**src/rtl/mem_stage_pkg.sv**
```systemverilog
// Shared definitions for the memory-access stage: load-op bit positions,
// the writeback payload layout and the load byte/half extraction helper.
package mem_stage_pkg;

   // Bit positions inside the one-hot {ld_b, ld_bu, ld_h, ld_hu, ld_w} field
   localparam int LD_B  = 4;
   localparam int LD_BU = 3;
   localparam int LD_H  = 2;
   localparam int LD_HU = 1;
   localparam int LD_W  = 0;

   // pc + rf_we + rf_waddr + rf_wdata + ex
   localparam int MS2WS_BUS_WD = 32 + 1 + 5 + 32 + 1;

   typedef struct packed {
      logic [31:0] pc;
      logic        rf_we;
      logic [4:0]  rf_waddr;
      logic [31:0] rf_wdata;
      logic        ex;
   } ms2ws_bus_t;

   // Select the addressed byte or halfword of w and extend it to 32 bits.
   // A zero ld_op falls back to the full word.
   function automatic logic [31:0] load_extend(input logic [31:0] w,
                                               input logic [1:0]  a,
                                               input logic [4:0]  ld_op);
      logic [7:0]  b;
      logic [15:0] h;
      b = 8'(w >> {a, 3'b000});
      h = a[1] ? w[31:16] : w[15:0];
      if (ld_op[LD_B])
         load_extend = {{24{b[7]}}, b};
      else if (ld_op[LD_BU])
         load_extend = {24'h0, b};
      else if (ld_op[LD_H])
         load_extend = {{16{h[15]}}, h};
      else if (ld_op[LD_HU])
         load_extend = {16'h0, h};
      else
         load_extend = w;
   endfunction

endpackage

```
**src/rtl/mem_stage_if.sv**
```systemverilog
// Execute-to-memory handshake bundle: valid/allowin plus the instruction fields.
interface mem_stage_if;
   logic        es2ms_valid;
   logic        ms_allowin;
   logic [31:0] es_pc;
   logic        es_mem_req;
   logic        es_res_from_mem;
   logic [4:0]  es_ld_op;
   logic        es_rf_we;
   logic [4:0]  es_rf_waddr;
   logic [31:0] es_result;
   logic        es_ex;

   // Execute stage side
   modport master (
      output es2ms_valid, es_pc, es_mem_req, es_res_from_mem, es_ld_op,
             es_rf_we, es_rf_waddr, es_result, es_ex,
      input  ms_allowin
   );

   // Memory stage side
   modport slave (
      input  es2ms_valid, es_pc, es_mem_req, es_res_from_mem, es_ld_op,
             es_rf_we, es_rf_waddr, es_result, es_ex,
      output ms_allowin
   );
endinterface

```
**src/rtl/mem_load_align.sv**
```systemverilog
// Combinational load alignment: picks the addressed byte/half and extends it.
module mem_load_align
   import mem_stage_pkg::*;
(
   input  logic [31:0] w,
   input  logic [1:0]  a,
   input  logic [4:0]  ld_op,
   output logic [31:0] data
);

   // The extraction rules live in the package so every user agrees on them
   assign data = load_extend(w, a, ld_op);

endmodule

```
**src/rtl/mem_stage.sv**
```systemverilog
// Memory-access pipeline stage: holds one instruction, waits for its data-SRAM
// response, buffers it across writeback back-pressure, and drops responses
// belonging to requests cancelled by a writeback flush.
module mem_stage
   import mem_stage_pkg::*;
#(
   parameter int MAX_OUTSTANDING = 2
)
(
   input  logic        clk,
   input  logic        resetn,
   mem_stage_if.slave  es,
   input  logic        data_sram_data_ok,
   input  logic [31:0] data_sram_rdata,
   input  logic        ws_allowin,
   input  logic        wb_ex,
   output logic        ms2ws_valid,
   output logic [31:0] ms_pc,
   output logic        ms_rf_we,
   output logic [4:0]  ms_rf_waddr,
   output logic [31:0] ms_rf_wdata,
   output logic        ms_ex,
   output logic        ms_fwd_blk
);

   localparam int CNT_W = $clog2(MAX_OUTSTANDING + 1);
   localparam int SUM_W = CNT_W + 2;

   logic                    ms_valid;
   logic [31:0]             pc_r;
   logic [31:0]             result_r;
   logic                    mem_req_r;
   logic                    res_from_mem_r;
   logic                    rf_we_r;
   logic                    ex_r;
   logic [4:0]              ld_op_r;
   logic [4:0]              rf_waddr_r;
   logic [31:0]             rdata_buf;
   logic                    rdata_buf_valid;
   logic [CNT_W-1:0]        discard_cnt;
   logic [CNT_W-1:0]        discard_cnt_next;
   logic [SUM_W-1:0]        cnt_sum;
   logic                    cnt_zero;
   logic                    wait_mem;
   logic                    data_ready;
   logic                    ms_ready_go;
   logic                    ms_leave;
   logic                    capture_rdata;
   logic                    inc_flushed_ms;
   logic                    inc_flushed_es;
   logic                    dec_swallow;
   logic [31:0]             load_word;
   logic [31:0]             load_data;
   ms2ws_bus_t              payload;
   logic [MS2WS_BUS_WD-1:0] ms2ws_bus;

   // An excepting instruction never waits for memory
   assign cnt_zero       = (discard_cnt == '0);
   assign wait_mem       = mem_req_r & ~ex_r;
   assign data_ready     = ~wait_mem | rdata_buf_valid | (data_sram_data_ok & cnt_zero);
   assign ms_ready_go    = data_ready;
   assign es.ms_allowin  = ~ms_valid | (ms_ready_go & ws_allowin);
   assign ms2ws_valid    = ms_valid & ms_ready_go & ~wb_ex;
   assign ms_leave       = ms2ws_valid & ws_allowin;
   assign capture_rdata  = data_sram_data_ok & cnt_zero & ms_valid & wait_mem & ~rdata_buf_valid;
   assign inc_flushed_ms = wb_ex & ms_valid & wait_mem & ~data_ready;
   assign inc_flushed_es = wb_ex & es.es2ms_valid & es.es_mem_req;
   assign dec_swallow    = data_sram_data_ok & ~cnt_zero;

   // Next discard count: add cancelled requests, subtract swallowed responses, saturate
   always_comb begin
      cnt_sum = SUM_W'(discard_cnt) + SUM_W'(inc_flushed_ms) + SUM_W'(inc_flushed_es)
                - SUM_W'(dec_swallow);
      discard_cnt_next = cnt_sum[CNT_W-1:0];
      if (cnt_sum > SUM_W'(MAX_OUTSTANDING))
         discard_cnt_next = CNT_W'(MAX_OUTSTANDING);
   end

   // Stage occupancy; a flush empties the stage regardless of handshake
   always_ff @(posedge clk) begin
      if (!resetn)
         ms_valid <= 1'b0;
      else if (wb_ex)
         ms_valid <= 1'b0;
      else if (es.ms_allowin)
         ms_valid <= es.es2ms_valid;
   end

   // Latch the incoming instruction fields on an accepted handshake
   always_ff @(posedge clk) begin
      if (!resetn) begin
         pc_r           <= '0;
         mem_req_r      <= 1'b0;
         res_from_mem_r <= 1'b0;
         ld_op_r        <= '0;
         rf_we_r        <= 1'b0;
         rf_waddr_r     <= '0;
         result_r       <= '0;
         ex_r           <= 1'b0;
      end else if (es.es2ms_valid & es.ms_allowin) begin
         pc_r           <= es.es_pc;
         mem_req_r      <= es.es_mem_req;
         res_from_mem_r <= es.es_res_from_mem;
         ld_op_r        <= es.es_ld_op;
         rf_we_r        <= es.es_rf_we;
         rf_waddr_r     <= es.es_rf_waddr;
         result_r       <= es.es_result;
         ex_r           <= es.es_ex;
      end
   end

   // Hold the response word until the instruction leaves, so rdata is sampled once
   always_ff @(posedge clk) begin
      if (!resetn) begin
         rdata_buf_valid <= 1'b0;
         rdata_buf       <= '0;
      end else if (wb_ex | ms_leave) begin
         rdata_buf_valid <= 1'b0;
      end else if (capture_rdata) begin
         rdata_buf_valid <= 1'b1;
         rdata_buf       <= data_sram_rdata;
      end
   end

   // Count of responses still owed to cancelled requests
   always_ff @(posedge clk) begin
      if (!resetn)
         discard_cnt <= '0;
      else
         discard_cnt <= discard_cnt_next;
   end

   // More cancelled requests than the counter can track means lost bookkeeping
   assert property (@(posedge clk) disable iff (!resetn) cnt_sum <= SUM_W'(MAX_OUTSTANDING));

   assign load_word = rdata_buf_valid ? rdata_buf : data_sram_rdata;

   mem_load_align u_align (
      .w     (load_word),
      .a     (result_r[1:0]),
      .ld_op (ld_op_r),
      .data  (load_data)
   );

   assign payload.pc       = pc_r;
   assign payload.rf_we    = ms_valid & rf_we_r & ~ex_r;
   assign payload.rf_waddr = rf_waddr_r;
   assign payload.rf_wdata = res_from_mem_r ? load_data : result_r;
   assign payload.ex       = ms_valid & ex_r;
   assign ms2ws_bus        = payload;
   assign {ms_pc, ms_rf_we, ms_rf_waddr, ms_rf_wdata, ms_ex} = ms2ws_bus;

   // A load still waiting for data cannot be forwarded from this stage
   assign ms_fwd_blk = ms_valid & res_from_mem_r & ~data_ready;

endmodule

```
**src/flat_wrapper.sv**
```systemverilog
// flat-port wrapper written by rule: the top's interface ports become plain ports
module mem_stage_flat import mem_stage_pkg::*;
#(
   parameter int MAX_OUTSTANDING = 2
)
  (clk, resetn, data_sram_data_ok, data_sram_rdata, ws_allowin, wb_ex, ms2ws_valid, ms_pc, ms_rf_we, ms_rf_waddr, ms_rf_wdata, ms_ex, ms_fwd_blk, es_es2ms_valid, es_es_pc, es_es_mem_req, es_es_res_from_mem, es_es_ld_op, es_es_rf_we, es_es_rf_waddr, es_es_result, es_es_ex, es_ms_allowin);
  mem_stage_if es_i ();
  input  logic clk;
  input  logic resetn;
  input  logic data_sram_data_ok;
  input  logic [31:0] data_sram_rdata;
  input  logic ws_allowin;
  input  logic wb_ex;
  output logic ms2ws_valid;
  output logic [31:0] ms_pc;
  output logic ms_rf_we;
  output logic [4:0] ms_rf_waddr;
  output logic [31:0] ms_rf_wdata;
  output logic ms_ex;
  output logic ms_fwd_blk;
  input wire logic [$bits(es_i.es2ms_valid)-1:0] es_es2ms_valid;
  input wire logic [$bits(es_i.es_pc)-1:0] es_es_pc;
  input wire logic [$bits(es_i.es_mem_req)-1:0] es_es_mem_req;
  input wire logic [$bits(es_i.es_res_from_mem)-1:0] es_es_res_from_mem;
  input wire logic [$bits(es_i.es_ld_op)-1:0] es_es_ld_op;
  input wire logic [$bits(es_i.es_rf_we)-1:0] es_es_rf_we;
  input wire logic [$bits(es_i.es_rf_waddr)-1:0] es_es_rf_waddr;
  input wire logic [$bits(es_i.es_result)-1:0] es_es_result;
  input wire logic [$bits(es_i.es_ex)-1:0] es_es_ex;
  output wire logic [$bits(es_i.ms_allowin)-1:0] es_ms_allowin;
  assign es_i.es2ms_valid = es_es2ms_valid;
  assign es_i.es_pc = es_es_pc;
  assign es_i.es_mem_req = es_es_mem_req;
  assign es_i.es_res_from_mem = es_es_res_from_mem;
  assign es_i.es_ld_op = es_es_ld_op;
  assign es_i.es_rf_we = es_es_rf_we;
  assign es_i.es_rf_waddr = es_es_rf_waddr;
  assign es_i.es_result = es_es_result;
  assign es_i.es_ex = es_es_ex;
  assign es_ms_allowin = es_i.ms_allowin;
  mem_stage #(.MAX_OUTSTANDING(MAX_OUTSTANDING)) u_core (.clk(clk), .resetn(resetn), .es(es_i), .data_sram_data_ok(data_sram_data_ok), .data_sram_rdata(data_sram_rdata), .ws_allowin(ws_allowin), .wb_ex(wb_ex), .ms2ws_valid(ms2ws_valid), .ms_pc(ms_pc), .ms_rf_we(ms_rf_we), .ms_rf_waddr(ms_rf_waddr), .ms_rf_wdata(ms_rf_wdata), .ms_ex(ms_ex), .ms_fwd_blk(ms_fwd_blk));
endmodule
```
**config.mk**
```make
export PLATFORM = sky130hd
export DESIGN_NAME = mem_stage_flat
export DESIGN_NICKNAME = d
export VERILOG_FILES = /design/src/rtl/mem_stage_pkg.sv /design/src/rtl/mem_stage_if.sv /design/src/rtl/mem_load_align.sv /design/src/rtl/mem_stage.sv /design/src/flat_wrapper.sv
export SDC_FILE = /design/constraint.sdc
export NUM_CORES = 1
export LEC_CHECK = 0
export CAP_MARGIN = 20
export CORE_ASPECT_RATIO = 0.7
export CORE_UTILIZATION = 30
export DETAILED_ROUTE_END_ITERATION = 10
export PLACE_DENSITY = 0.65
export SKIP_LAST_GASP = 1
export SLEW_MARGIN = 40
export SYNTH_ARGS = -nofsm -noshare
export SYNTH_HDL_FRONTEND = slang
export SYNTH_SLANG_ARGS = --single-unit
export TNS_END_PERCENT = 100
```
**constraint.sdc**
```tcl
create_clock -name clk -period 2.7 [get_ports clk]
set_input_delay 0.54 -clock clk [delete_from_list [all_inputs] [get_ports clk]]
set_output_delay 0.54 -clock clk [all_outputs]
set_load 0.1 [all_outputs]
```
==> results.toml, run 1 <==
[sta]
setup_viol = 32
max_freq_mhz = 319
fin_crit_ps = 3140
worst_slew_pin_slew_ps = 570
report.final.slew_viol_count = 0
setup_ws_ps = -436
setup_tns_ps = -10540
rsz0062_at_grt = "yes"
slew_headroom_pct = 61.7
hold_viol = 0
clock_skew_ps = 7.12
fin_crit_sh_pct = 116

[die]
die_w_um = 169
fp.dieH_um = 119
design.die.area_sq_um = 20000
core_sq_um = 19000
initial_core_util_pct = 30.7
row_count = 42
ios = 190

[clock_network]
cts_sinks = 113
h-tree-depth = 4
cts_made_buffers = 17
clk_pin_slew_worst_paths_ps = 50
clockRootBuffer = "clkbuf_16"
clockBufferDepth = 2
cts_tree = "built"
worstSkewPairLatency_ps = 410

[pwr]
power_density_nw_per_um2 = 622
peakVddDrop_uv = 323
power.total_mw = 5.99
p_leak_nw = 3.59

[synthesis]
syn_area_per_cell_sq_um = 8.41
synthCells = 693
synth_edf_count = 0
ys_warn_count = 0
ys_seq_area_share_pct = 38.8
netlist_top_cells_area = "dfxtp_1, nand2_1, a21boi_0"
syn-num-nets = 816
ys_types = 46
ys_seq_elements = 113
yosysTopAreaCell = "dfxtp_1"
ys.flop_type = "dfxtp_1"
syn_area_sq_um = 5830
synth_top_cell_area_share_pct = 38.8
async_reset_ff_share_pct = 0

[critical_path]
start_kind = "flop"
crit_required_ps = 2160
crit_type = "flop to output pin"
crit_path_start = "u_core.rdata_buf_valid"
reg2reg_from = "u_core.rdata_buf_valid"
crit_arrival_ps = 2600
critPathMaxFanout = 17
cp-end-kind = "output pin"

[global_routing]
groute.usage.overall_pct = 20.5
grt_overflow_total = 0
grt_antenna_before_repair = 2
grt_pass1_vias = 5493
grt_pass1_wl_mm = 31.1
grt_max_degree = 76

[drt]
drc = 0
vias_per_cell = 4.87
totalWireLength_mm = 20.4
antenna_left = 0
first_iter_violations = 386
wire_per_inst_um = 17.4
first_pass_iters = 5
num_vias = 5693

[layout]
fin_nets = 1012
drive_gt1_share_pct = 26.5
area_growth_pct = 65.1

[outcome]
violations = "setup timing"
status = "finished with violations"

[flow_run]
cap_viol_max_count = 0

[worst_hold_path]
hp-start = "u_core.rdata_buf[7]"
hold_class = "flop to flop"

[place]
gp_congestion = 0.827
placement.io_buffers = 188
dp_hpwl_mm = 14.1
==> registers in the layout, summed over array words and instances (netlist names), 2 cells and up <==
register	cells
u_core.discard_cnt	2
u_core.ld_op_r	4
u_core.ms_pc	32
u_core.ms_rf_waddr	5
u_core.rdata_buf	32
u_core.result_r	32
==> worst max-delay path: stages, from the launching register on <==
cell and delay [ps]:
dfxtp_4 400, buf_4 160, buf_16 180, mux2i_1 320, mux2i_1 220, a221o_2 500
o22a_4 230, buf_12 160
==> report_power, final <==
group          total [mW]  switching [mW]  internal, mW  leakage, nW
registers            1.80          0.0555          1.74        0.927
clock network        2.45           0.811          1.64        0.312
logic                1.74            1.05         0.687         2.35
==> area by class of cell <==
class                      count  area (sq um)
inverter                      11          45.0
fill                        1761          9350
multi-input combinational    517          3730
sequential                   113          2270
clock inverter                10           155
clock buffer                  22           484
antenna                        2          5.00
tap                          264           330
timing repair buffer         229          2600
==> cell families after synthesis <==
family / after synthesis / synth area share [%]
compound gates: 173 / 23.0
flops: 113 / 38.8
simple gates: 282 / 19.4
mux: 53 / 12.5
fa+ha+maj: 7 / 1.63
xor+xnor: 1 / 0.150
buf+inv: 64 / 4.51
==> cells in the final DEF (no fill, tap or decap), types with 3 or more instances in the layout <==
cell | synthesis | final
clkinv_2 | 0 | 4
mux2i_2 | 0 | 6
nand2_1 | 232 | 224
and2_1 | 3 | 3
nand2_2 | 0 | 8
buf_4 | 0 | 66
inv_1 | 10 | 8
a221o_2 | 1 | 6
dfxtp_1 | 113 | 109
o22a_4 | 0 | 14
clkdlybuf4s50_1 | 0 | 109
clkbuf_8 | 0 | 4
a21boi_0 | 102 | 102
a22oi_1 | 7 | 7
nor2_1 | 23 | 23
a21boi_1 | 7 | 7
a22o_1 | 12 | 12
mux2_4 | 2 | 4
clkbuf_16 | 0 | 18
mux2i_1 | 34 | 26
mux4_2 | 15 | 15
dfxtp_4 | 0 | 3
dlygate4sd2_1 | 0 | 4
nor3_1 | 11 | 9
bufinv_16 | 0 | 4
buf_12 | 0 | 43
buf_6 | 2 | 3
clkinvlp_4 | 0 | 3
==> metrics by stage <==
| step | util, % | instance area [sq um] | setup slack, ps | std cells | hold slack [ps] |
|---|---|---|---|---|---|
| after floorplan | - | 6010 | -554 | 693 | 435 |
| after global placement | 45.4 | 8610 | -588 | 1124 | 441 |
| after detailed placement | 45.4 | 8610 | -620 | 1124 | 452 |
| after CTS | 49.9 | 9460 | -469 | 1161 | 459 |
| after global routing | 50.7 | 9620 | -488 | 1166 | 485 |
| final | 50.7 | 9620 | -436 | 1168 | 457 |
==> cell usage after synthesis, types with 2 or more instances <==
| cell | n |
|---|---|
| nand2_1 | 232 |
| dfxtp_1 | 113 |
| a21boi_0 | 102 |
| clkbuf_1 | 39 |
| mux2i_1 | 34 |
| nor2_1 | 23 |
| o22a_1 | 17 |
| mux4_2 | 15 |
| a22o_1 | 12 |
| nor3_1 | 11 |
| inv_1 | 10 |
| a21boi_1 | 7 |
| a22oi_1 | 7 |
| a221o_1 | 6 |
| buf_1 | 6 |
| buf_2 | 6 |
| ha_1 | 6 |
| o21ai_0 | 4 |
| a21oi_1 | 3 |
| and2_1 | 3 |
| o21a_1 | 3 |
| a211oi_1 | 2 |
| a31oi_1 | 2 |
| buf_6 | 2 |
| mux2_1 | 2 |
| mux2_4 | 2 |
| nand3_1 | 2 |
| nor2b_1 | 2 |
| nor4b_1 | 2 |
| o211ai_1 | 2 |
==> layer usage <==
layer  wire length, um  vias to the layer above  GRT usage, %  share of wire, %
li1                  -                     2797             -                 -
met1             10100                     2699          29.2                49
met2              8540                      172          29.3                42
met3              1440                       25          5.86               7.1
met4               306                        0          6.53               1.5
met5                 0                        -             0                 0
==> path summary, 6_finish.rpt <==
| check | end | cells after the start | slack [ps] |
|---|---|---|---|
| worst min register to register | u_core.rdata_buf[7] | 2 | 460 |
| worst max-delay path | ms_rf_wdata[25] | 7 | -440 |
| worst min-delay path | u_core.rdata_buf[7] | 2 | 460 |
| worst max register to register | u_core.discard_cnt[1] | 13 | 20 |
==> timing repair <==
item | 4_1_cts | 5_1_grt
setup endpoints to repair | 35 | 34
resized for setup | 34 | 23
hold buffers | 0 | 0
gates cloned | 2 | 1
buffers inserted | 4 | 4
pin swaps | 13 | 12
(Power assumes the default switching activity.)
==> run 2, diff against run 1 <==
--- a/config.mk
+++ b/config.mk
@@ -10,6 +10,7 @@
 export CORE_UTILIZATION = 30
 export DETAILED_ROUTE_END_ITERATION = 10
 export PLACE_DENSITY = 0.65
+export SETUP_SLACK_MARGIN = 0.5
 export SKIP_LAST_GASP = 1
 export SLEW_MARGIN = 40
 export SYNTH_ARGS = -nofsm -noshare
==> run 2 against run 1 <==
The run still ends with setup timing left. Sequential power about the same. First-iteration DRC count rose by 3.9%. Final cell count rose by 0.77%. Critical path depth decreased by 2. Combinational power about the same. Non-clock buffer count rose by 9. Core utilization grew 0.49 points. Clock power is 5% lower. Via count increased by 2.8%. Highest routed layer unchanged.
==> results.toml, run 2 (same netlist as run 1, synthesis figures left out) <==
[outcome]
status = "finished with violations"
violations = "setup timing"

[drt]
antenna_left = 0
first_pass_iters = 5
totalWireLength_mm = 20.4
first_iter_violations = 401
num_vias = 5855
drc = 0
wire_per_inst_um = 17.4
vias_per_cell = 4.97

[worst_hold_path]
min_path_cells = 2
hold_class = "flop to flop"
hp-start = "u_core.rdata_buf[7]"

[layout]
n_fill_cell = 1752
final_common_cell = "nand2_1"
regArea_sq_um = 2270
fin_nets = 1021
layout_common_cells = "nand2_1, dfxtp_1, clkdlybuf4s50_1"
area_growth_pct = 66.7
drive_gt1_share_pct = 26.8
multiInputGateArea_sq_um = 3780

[clock_network]
cts_tree = "built"
clockRootBuffer = "clkbuf_16"
worstSkewPairLatency_ps = 420
clk_pin_slew_worst_paths_ps = 60
hold_buffers = 0
cts_made_buffers = 17
h-tree-depth = 4
clockBufferDepth = 2
cts_sinks = 113

[global_routing]
grt_pass1_vias = 5629
grt_pass1_wl_mm = 31.5
grt_max_degree = 113
groute.usage.overall_pct = 20.6
grt_overflow_total = 0
grt_antenna_before_repair = 2

[place]
gp_congestion = 0.857
post-place-ws_ps = -637
dp_hpwl_mm = 13.6
placement.io_buffers = 188

[critical_path]
critPathMaxFanout = 8
crit_arrival_ps = 2620
max_stage_delay_ps = 530
crit_required_ps = 2160
crit_slowest_cell = "mux4_2"
cp-end-kind = "output pin"
crit_type = "flop to output pin"
cp_cell_sequence = "mux2_1 > mux4_2 > a221o_4 > o22a_2 > buf_12"
crit_path_start = "u_core.rdata_buf_valid"
reg2reg_depth = 12
start_kind = "flop"
reg2reg_from = "u_core.rdata_buf_valid"

[pwr]
power_density_nw_per_um2 = 604
combPwrFrac_pct = 29.6
netSwitchingFraction_pct = 33.2
clockPowerShare_pct = 39.7
intPower_mw = 3.92
power.net_switching_mw = 1.95
p_leak_nw = 3.63
seq_power_share_pct = 30.6
peakVddDrop_uv = 410

[sta]
max_freq_mhz = 317
fin_crit_sh_pct = 117
fin_crit_ps = 3160
slew_headroom_pct = 60.9
setup_viol = 33
rsz0062_at_grt = "yes"
worst_slew_pin_slew_ps = 583
clock_skew_ps = 16.8
setup_ws_ps = -456
hold_viol = 0
worst_hold_slack_ps = 457
report.final.slew_viol_count = 0

[die]
row_count = 42
ios = 190
die_w_um = 169
core_sq_um = 19000
initial_core_util_pct = 30.7
design.die.area_sq_um = 20000
fp.dieH_um = 119

[flow_run]
cap_viol_max_count = 0
## run 2: cell types whose count changed in the layout (fill, tap and decap cells not counted), sizes merged
cell	change
buf	+7
bufbuf	+2
bufinv	-1
clkbuf	-3
clkdlybuf4s50	-2
clkinv	+3
clkinvlp	+1
dlygate4sd2	+2
## run 2: worst max-delay path: cells and delay by family, from the launching register on
family,cells,cell delay [ps]
compound gates,2,730
buf+inv,1,170
flops,1,430
mux,2,860
## run 2: area by class of cell
type	instances	share of cell area (%)
repair buffers	238	27.5
inverters	11	0.425
diodes	2	0.0515
clock inverters	13	1.66
clock buffers	19	4.66
well taps	264	3.40
multi-input cells	517	38.9
flip-flops and latches	113	23.4
## run 2: path summary, 6_finish.rpt
check	to	slack [ps]
hold reg to reg	u_core.rdata_buf[7]	460
setup reg to reg	u_core.discard_cnt[1]	-90
hold / removal	u_core.rdata_buf[7]	460
setup / recovery	ms_rf_wdata[31]	-460
## run 2: repair_timing
action                     CTS  global route
cloned                       3             1
setup endpoints to repair   39            67
setup buffers                4             2
gates resized for setup     30            11
pin swaps                   11             2
## run 2: stage by stage
| stage | instance area [sq um] | TNS, ps | instances | total power [mW] | util [%] |
|---|---|---|---|---|---|
| after global placement | 8790 | -12820 | 1133 | 3.51 | 46.3 |
| after CTS | 9610 | -12070 | 1172 | 5.90 | 50.7 |
| after detailed placement | 8790 | -12960 | 1133 | 3.52 | 46.3 |
| after global routing | 9710 | -14410 | 1176 | 6.08 | 51.2 |
| after floorplan | 6190 | -345 | 693 | 2.88 | - |
| final | 9720 | -12460 | 1177 | 5.87 | 51.2 |
## run 2: power by group through the flow
stage | sequential, mW | combinational, mW | clock [mW]
2_1_floorplan | 2.05 | 0.829 | 0
3_3_place_gp | 1.83 | 1.68 | 0
3_5_place_dp | 1.83 | 1.68 | 0
4_1_cts | 1.80 | 1.72 | 2.39
5_1_grt | 1.81 | 1.82 | 2.46
6_report | 1.80 | 1.74 | 2.33
## run 2: routing by layer
metal	wire length [um]	GRT usage, %
met1	9920	29.2
met2	8690	29.8
met3	1660	7.07
met4	157	4.89
met5	0	0
